$ cat src/rtl/instr_fetch_queue.sv
// Instruction fetch queue: splits 64-bit line-read beats into PC-tagged
// 32-bit instructions, buffers them, and raises halt on a zero word.
module instr_fetch_queue #(
    parameter int BUS_DATA_WIDTH = 64,
    parameter int DEPTH          = 16,
    parameter int BEATS_PER_LINE = 8
) (
    input  logic                      clk,
    input  logic                      reset,
    input  logic                      line_start,
    input  logic [63:0]               line_addr,
    input  logic                      bus_respcyc,
    input  logic [BUS_DATA_WIDTH-1:0] bus_resp,
    output logic                      bus_respack,
    output logic                      line_done,
    output logic                      out_valid,
    output logic [31:0]               out_instr,
    output logic [63:0]               out_pc,
    input  logic                      out_ready,
    output logic                      halt,
    output logic [$clog2(DEPTH):0]    occupancy
);

    localparam int AW = $clog2(DEPTH);
    localparam int BW = (BEATS_PER_LINE > 1) ? $clog2(BEATS_PER_LINE) : 1;

    localparam logic [1:0] IDLE   = 2'd0;
    localparam logic [1:0] RECV   = 2'd1;
    localparam logic [1:0] DRAIN  = 2'd2;
    localparam logic [1:0] HALTED = 2'd3;

    localparam logic [AW:0]   ROOM_LIMIT = (AW+1)'(DEPTH - 2);
    localparam logic [BW-1:0] LAST_BEAT  = BW'(BEATS_PER_LINE - 1);

    logic [1:0]    state;
    logic [AW-1:0] rd_ptr;
    logic [AW-1:0] wr_ptr;
    logic [AW:0]   count;
    logic [BW-1:0] beat_cnt;
    logic [63:0]   pc_next;
    logic          term_seen;

    logic [31:0] instr_mem [DEPTH];
    logic [63:0] pc_mem    [DEPTH];

    logic [31:0] lo_word;
    logic [31:0] hi_word;
    logic        lo_zero;
    logic        hi_zero;
    logic        room;
    logic        ack_recv;
    logic        push_lo;
    logic        push_hi;
    logic        term_beat;
    logic        last_beat;
    logic        pop;

    assign lo_word   = bus_resp[31:0];
    assign hi_word   = bus_resp[63:32];
    assign lo_zero   = (lo_word == 32'd0);
    assign hi_zero   = (hi_word == 32'd0);
    // Room is judged on registered occupancy; a pop this cycle does not help.
    assign room      = (count <= ROOM_LIMIT);
    assign ack_recv  = (state == RECV) && bus_respack;
    assign push_lo   = ack_recv && !lo_zero;
    assign push_hi   = push_lo && !hi_zero;
    assign term_beat = ack_recv && (lo_zero || hi_zero);
    assign last_beat = (beat_cnt == LAST_BEAT);
    assign pop       = out_valid && out_ready;

    assign occupancy = count;
    assign out_valid = (count != '0);
    assign out_instr = out_valid ? instr_mem[rd_ptr] : 32'd0;
    assign out_pc    = out_valid ? pc_mem[rd_ptr] : 64'd0;
    assign halt      = (state == HALTED) && (count == '0);

    // Beat acceptance: RECV needs two free slots, DRAIN swallows everything.
    always_comb begin
        bus_respack = 1'b0;
        unique case (state)
            RECV:    bus_respack = bus_respcyc && room;
            DRAIN:   bus_respack = bus_respcyc;
            default: bus_respack = 1'b0;
        endcase
    end

    // Storage write: the high word lands in the slot after the low word.
    always_ff @(posedge clk) begin
        if (push_lo) begin
            instr_mem[wr_ptr] <= lo_word;
            pc_mem[wr_ptr]    <= pc_next;
        end
        if (push_hi) begin
            instr_mem[wr_ptr + AW'(1)] <= hi_word;
            pc_mem[wr_ptr + AW'(1)]    <= pc_next + 64'd4;
        end
    end

    // FIFO pointers and occupancy with simultaneous push and pop.
    always_ff @(posedge clk) begin
        if (!reset) begin
            rd_ptr <= '0;
            wr_ptr <= '0;
            count  <= '0;
        end else begin
            wr_ptr <= wr_ptr + AW'(push_lo) + AW'(push_hi);
            if (pop)
                rd_ptr <= rd_ptr + AW'(1);
            count <= count + (AW+1)'(push_lo) + (AW+1)'(push_hi)
                   - (AW+1)'(pop);
        end
    end

    // Line sequencing: beat counting, PC advance, terminator handling.
    always_ff @(posedge clk) begin
        if (!reset) begin
            state     <= IDLE;
            beat_cnt  <= '0;
            pc_next   <= 64'd0;
            term_seen <= 1'b0;
            line_done <= 1'b0;
        end else begin
            line_done <= 1'b0;
            unique case (state)
                IDLE: begin
                    if (line_start) begin
                        pc_next  <= line_addr;
                        beat_cnt <= '0;
                        state    <= RECV;
                    end
                end
                RECV: begin
                    if (bus_respack) begin
                        pc_next   <= pc_next + 64'd8;
                        term_seen <= term_seen | term_beat;
                        if (last_beat) begin
                            beat_cnt  <= '0;
                            line_done <= 1'b1;
                            state     <= (term_seen || term_beat) ? HALTED : IDLE;
                        end else begin
                            beat_cnt <= beat_cnt + BW'(1);
                            if (term_beat)
                                state <= DRAIN;
                        end
                    end
                end
                DRAIN: begin
                    if (bus_respack) begin
                        if (last_beat) begin
                            beat_cnt  <= '0;
                            line_done <= 1'b1;
                            state     <= HALTED;
                        end else begin
                            beat_cnt <= beat_cnt + BW'(1);
                        end
                    end
                end
                HALTED: ;
                default: state <= IDLE;
            endcase
        end
    end

endmodule

$ cat config.mk
export PLATFORM = sky130hd
export DESIGN_NAME = instr_fetch_queue
export DESIGN_NICKNAME = d
export VERILOG_FILES = /design/src/rtl/instr_fetch_queue.sv
export SDC_FILE = /design/constraint.sdc
export NUM_CORES = 2
export LEC_CHECK = 0
export ABC_AREA = 1
export CORE_MARGIN = 2
export CORE_UTILIZATION = 33
export CTS_BUF_LIST = sky130_fd_sc_hd__clkbuf_2
export DETAILED_ROUTE_END_ITERATION = 8
export DONT_BUFFER_PORTS = 1
export HOLD_SLACK_MARGIN = 0.02
export SYNTH_ARGS = -nofsm -noshare
export SYNTH_HDL_FRONTEND = slang
export SYNTH_SLANG_ARGS = --single-unit
export TNS_END_PERCENT = 30
$ cat constraint.sdc
create_clock -name clk -period 15.15 [get_ports clk]
set_input_delay 0.7575 -clock clk [delete_from_list [all_inputs] [get_ports clk]]
set_output_delay 0.7575 -clock clk [all_outputs]
set_load 0.02 [all_outputs]
# Word-level counts from Yosys, hierarchy flattened
# Memories as Yosys holds them, arrays and structs flattened. A register that Yosys moved wholly into a read port is not among the register bits.
# Cells that the tools add are included.
[totals]
ff_bits = 84
latchBits = 0
ramBits = 1536
rom_bits = 0
input_bits = 133
output_inout_bits = 105
elab_cells = 84
n_memories = 2
[op_classes]
addsub = 10
mul = 0
n_div = 0
magnitude_cmp = 1
n_eq_ne = 10
n_shift = 0
n_mux = 27
bitwise_logic = 1
reduce_logical = 25
[memory_table]
columns = ["name", "words", "word_bits", "read_ports", "rd_ports_with_merged_regs", "write_ports", "line", "source"]
rows = [
  ["pc_mem", 16, 64, 1, 1, 2, "44", "logic [63:0] pc_mem [DEPTH];"],
  ["instr_mem", 16, 32, 1, 1, 2, "43", "logic [31:0] instr_mem [DEPTH];"],
]
[op_table]
columns = ["cell", "count"]
rows = [
  ["two-way mux 64 bit", 3],
  ["case mux 64 bit (2 select lines)", 1],
  ["adder 64 x 3 -> 64 bit (second input constant)", 1],
  ["adder 64 x 4 -> 64 bit (second input constant)", 1],
  ["logical NOT 32 bit", 2],
  ["two-way mux 32 bit", 1],
  ["two-way mux 4 bit", 4],
  ["two-way mux 2 bit", 7],
  ["adder 5 x 1 -> 5 bit", 2],
  ["two-way mux 3 bit", 3],
  ["AND reduction 3 bit", 3],
  ["adder 4 x 1 -> 4 bit", 2],
  ["adder 4 x 1 -> 4 bit (second input constant)", 2],
  ["inequality test 2 bit (second input constant)", 4],
  ["logical AND 1 bit", 7],
  ["case mux 2 bit (3 select lines)", 1],
  ["case mux 3 bit (2 select lines)", 1],
  ["AND reduction 6 bit", 1],
  ["less-or-equal comparator 5 x 4 -> 1 bit (second input constant)", 1],
  ["logical NOT 5 bit", 1],
  ["two-way mux 1 bit", 5],
  ["nonzero test 5 bit", 1],
  ["subtractor 5 x 1 -> 5 bit", 1],
  ["== test 2 bit (second input constant)", 2],
  ["14 further kinds", 17],
]

# Logic depth before layout (Yosys ltp)
[logic_depth]
ltp_word = 10
mapped_depth = 21
mapped_depth_nobuf = 21

# Worst setup path after synthesis
# No wires, ideal clock.
[synth_timing]
path_type = "register to register"
startpoint = "register count[4] (netlist: occupancy[4])"
endpoint = "memory instr_mem[10][0] (enable)"
setup_ns = 0.684
arrival_ns = 8.598
t_required_ns = 14.466
slack_ns = 5.869
stages_incl_launch_ff = 14
path_buffers = 0
synth_period_minus_slack_ns = 9.281
cell_sequence = "dfxtp_1 inv_1 ha_1 nand2_1 inv_1 nand2_1 nand2_1 nand2_1 nand2_1 inv_2 nand2_1 a21oi_1 nand3_1 o21ai_0"
[synth_rtl]
columns = ["element", "line", "source"]
rows = [
  ["from (decl)", "38", "logic [AW:0] count;"],
  ["from (signal assigned)", "109", "count <= count + (AW+1)'(push_lo) + (AW+1)'(push_hi)"],
  ["to (decl)", "43", ""],
]

==> results.sh <==
export IMPL_status="finished clean"
export IMPL_root_buffer="clkbuf_2"
export IMPL_io_pins=238
export IMPL_cts_resized=0
export IMPL_worstSetupPathType="reg2out"
export IMPL_ys_warn_count=0
export IMPL_cap_violations=0
export IMPL_synthXorXnorAreaFrac_pct=0.882
export IMPL_die_w_um=503
export IMPL_setup_viol=0
export IMPL_yosysSeqAreaShare_pct=58.2
export IMPL_clk_pin_slew_ns=0.10
export IMPL_layout_cells_non_filler=12700
export IMPL_grt_pass1_vias=68000
export IMPL_grt_pass1_wl_um=456000
export IMPL_synth_nets=9200
export IMPL_syn_to_final_growth_pct=12.0
export IMPL_critPathMaxFanout=168
export IMPL_yosys_area_share_adder_pct=0.362
export IMPL_async_flop_share_pct=0
export IMPL_final_nets=9262
export IMPL_arrival_ns=6.65
export IMPL_fmax_mhz=135
export IMPL_dp_cells=11600
export IMPL_dr_pass1_iters=6
export IMPL_post_dp_hpwl_um=173000
export IMPL_startpoint_type="register"
export IMPL_die_h_um=503
export IMPL_hold_viol_final=0
export IMPL_worst_clock_skew_ns=0.300
export IMPL_grt_start_max_net_pins=199
export IMPL_final_common_cell="o21ai_0"
export IMPL_layout_drive_gt1_share_pct=9.51
export IMPL_synth_compound_area_share_pct=20.2
export IMPL_final_cell_mix="o21ai_0, nand2_1, edfxtp_1"
export IMPL_gp_congestion=0.875
export IMPL_finalInstanceArea_um2=92200
export IMPL_ir_worst_vdd_uv=123
export IMPL_rows=183
export IMPL_postCtsSetupRepairBufs=0
export IMPL_drc=0
export IMPL_htree_num_levels=5
export IMPL_overflow=0
export IMPL_synth_simple_area_share_pct=14.7
export IMPL_setup_slack_ns=7.74
export IMPL_vias=72400
export IMPL_fin_hold_ws_ns=0.277
export IMPL_ys_types=44
export IMPL_core_um2=248000
export IMPL_worst_pin_slew_ns=1.35
export IMPL_antenna_found_initial=31
export IMPL_maxSlewViolCount=0
export IMPL_portBuffers=0
export IMPL_dieArea_um2=253000
export IMPL_synth_area_um2=82300
export IMPL_clock_latency_ns=1.95
export IMPL_synth_edf_count=1536
export IMPL_cts_tree="built"
export IMPL_cp_end_kind="output pin"
export IMPL_rsz0062_at_grt="false"
export IMPL_postRouteAntennaNets=0
export IMPL_hold_path_class="in2reg"
export IMPL_cts_made_buffers=429
export IMPL_synth_top_family_by_area="compound AO/OA/AOI/OAI gates"
export IMPL_clkSinkCount=1624
export IMPL_ys_ff_latch=1624
export IMPL_muxShareOfSynthArea_pct=0
export IMPL_netlist_instances=9045
export IMPL_power_mw=13.6
export IMPL_p_leak_nw=31.8
export IMPL_relSlewSlack_pct=9.54
export IMPL_place_area_um2=84400
export IMPL_hold_buffers=413
export IMPL_utilization_pct=37.1
export IMPL_cp_required_ns=14.39
export IMPL_dp_slack_ns=9.50
export IMPL_totalWireLength_um=317000
export IMPL_p_per_area_nw_per_um2=148
export IMPL_fin_crit_sh_pct=48.9
export IMPL_via_per_inst=5.68
export IMPL_period_needed_ns=7.41
export IMPL_initialDrtViolationCount=10400
export IMPL_setup_tns_ns=0
export IMPL_avgSynthCellArea_um2=9.10
export IMPL_initial_core_util_pct=33.1
export IMPL_grt_total_usage_pct=24.1
export IMPL_wl_per_cell_um=24.9
export IMPL_cts_buffer_depth=4
export IMPL_synthFlopType="edfxtp_1"
-- per-layer routing --
layer | vias up | track usage, % | wire [um]
met1 | 34700 | 33.1 | 127000
met3 | 675 | 6.22 | 41000
li1 | 32200 | - | -
met5 | - | 0 | 173
met2 | 4740 | 36.8 | 138000
met4 | 30 | 8.28 | 9980
-- path summary, 6_finish.rpt --
path,cells past startpoint,slack [ns],endpoint,startpoint
min reg2reg,2,0.48,beat_cnt[2]$_SDFFE_PN0P_,beat_cnt[2]$_SDFFE_PN0P_
max reg2reg,18,8.84,instr_mem[14][5]$_DFFE_PP_,state[0]$_SDFFE_PN0P_
max,7,7.74,out_pc[29],register
min,6,0.28,pc_next[43]$_SDFFE_PN0P_,line_addr[43]
-- where the power goes --
part | total, mW | switching (mW) | internal [mW]
sequential | 5.73 | 0.386 | 5.35
combinational | 4.85 | 3.48 | 1.37
clock | 3.06 | 1.91 | 1.16
total | 13.6 | 5.78 | 7.87
-- sequential cells by signal (all words and copies together) (netlist names), named ones only --
register,cells
pc_mem,1024
line_done,1
rd_ptr,4
pc_next,64
wr_ptr,4
state,2
beat_cnt,3
occupancy,5
term_seen,1
instr_mem,512
-- critical path, cell delays in order, from the launching register on --
cell	delay (ns)
dfxtp_4	0.59
inv_8	0.69
buf_4	0.83
buf_4	0.70
o21ai_0	0.18
o221ai_1	0.20
o211ai_1	0.22
a21oi_1	0.98
-- logic make-up (layout without fill, tap and decap cells) --
kind of cell               Yosys count  after routing
adders and majority gates           22             22
buffers and inverters             1192           1534
DFF                               1624           1624
AOI/OAI and AO/OA                 3021           3021
xor gates and xnor gates            82             82
and+or+nand+nor                   3104           3104
other                                0             18
-- final cells by class --
type	count	area [um^2]
Clock buffer	627	3140
Multi-Input combinational cell	6229	30100
Clock inverter	84	439
Tap cell	3330	4170
Inverter	245	955
Sequential cell	1624	47900
Fill cell	25000	156000
Antenna cell	18	45.0
Timing Repair Buffer	578	5450
-- synth_stat cells (4+ instances only) --
cell,number,area share [%]
o211ai_1,129,1.2
buf_4,6,0.055
nand3_1,181,1.1
buf_6,4,0.055
a31oi_1,17,0.13
nor2_1,958,4.4
a21oi_1,163,0.99
clkbuf_1,689,3.1
dfxtp_1,88,2.1
o21ai_1,134,0.81
nor2_2,4,0.030
inv_2,7,0.032
nand2_1,1883,8.6
nor3_1,23,0.14
xor2_1,75,0.80
or2_2,5,0.038
o21ai_0,2181,13
clkinv_1,19,0.087
nor4_1,4,0.030
o221ai_1,263,2.8
nand4_1,31,0.24
xnor2_1,6,0.064
buf_2,129,0.78
o22ai_1,124,0.94
buf_1,118,0.54
inv_1,219,1.0
ha_1,19,0.29
edfxtp_1,1536,56
Power figures use the tool's default switching activity.
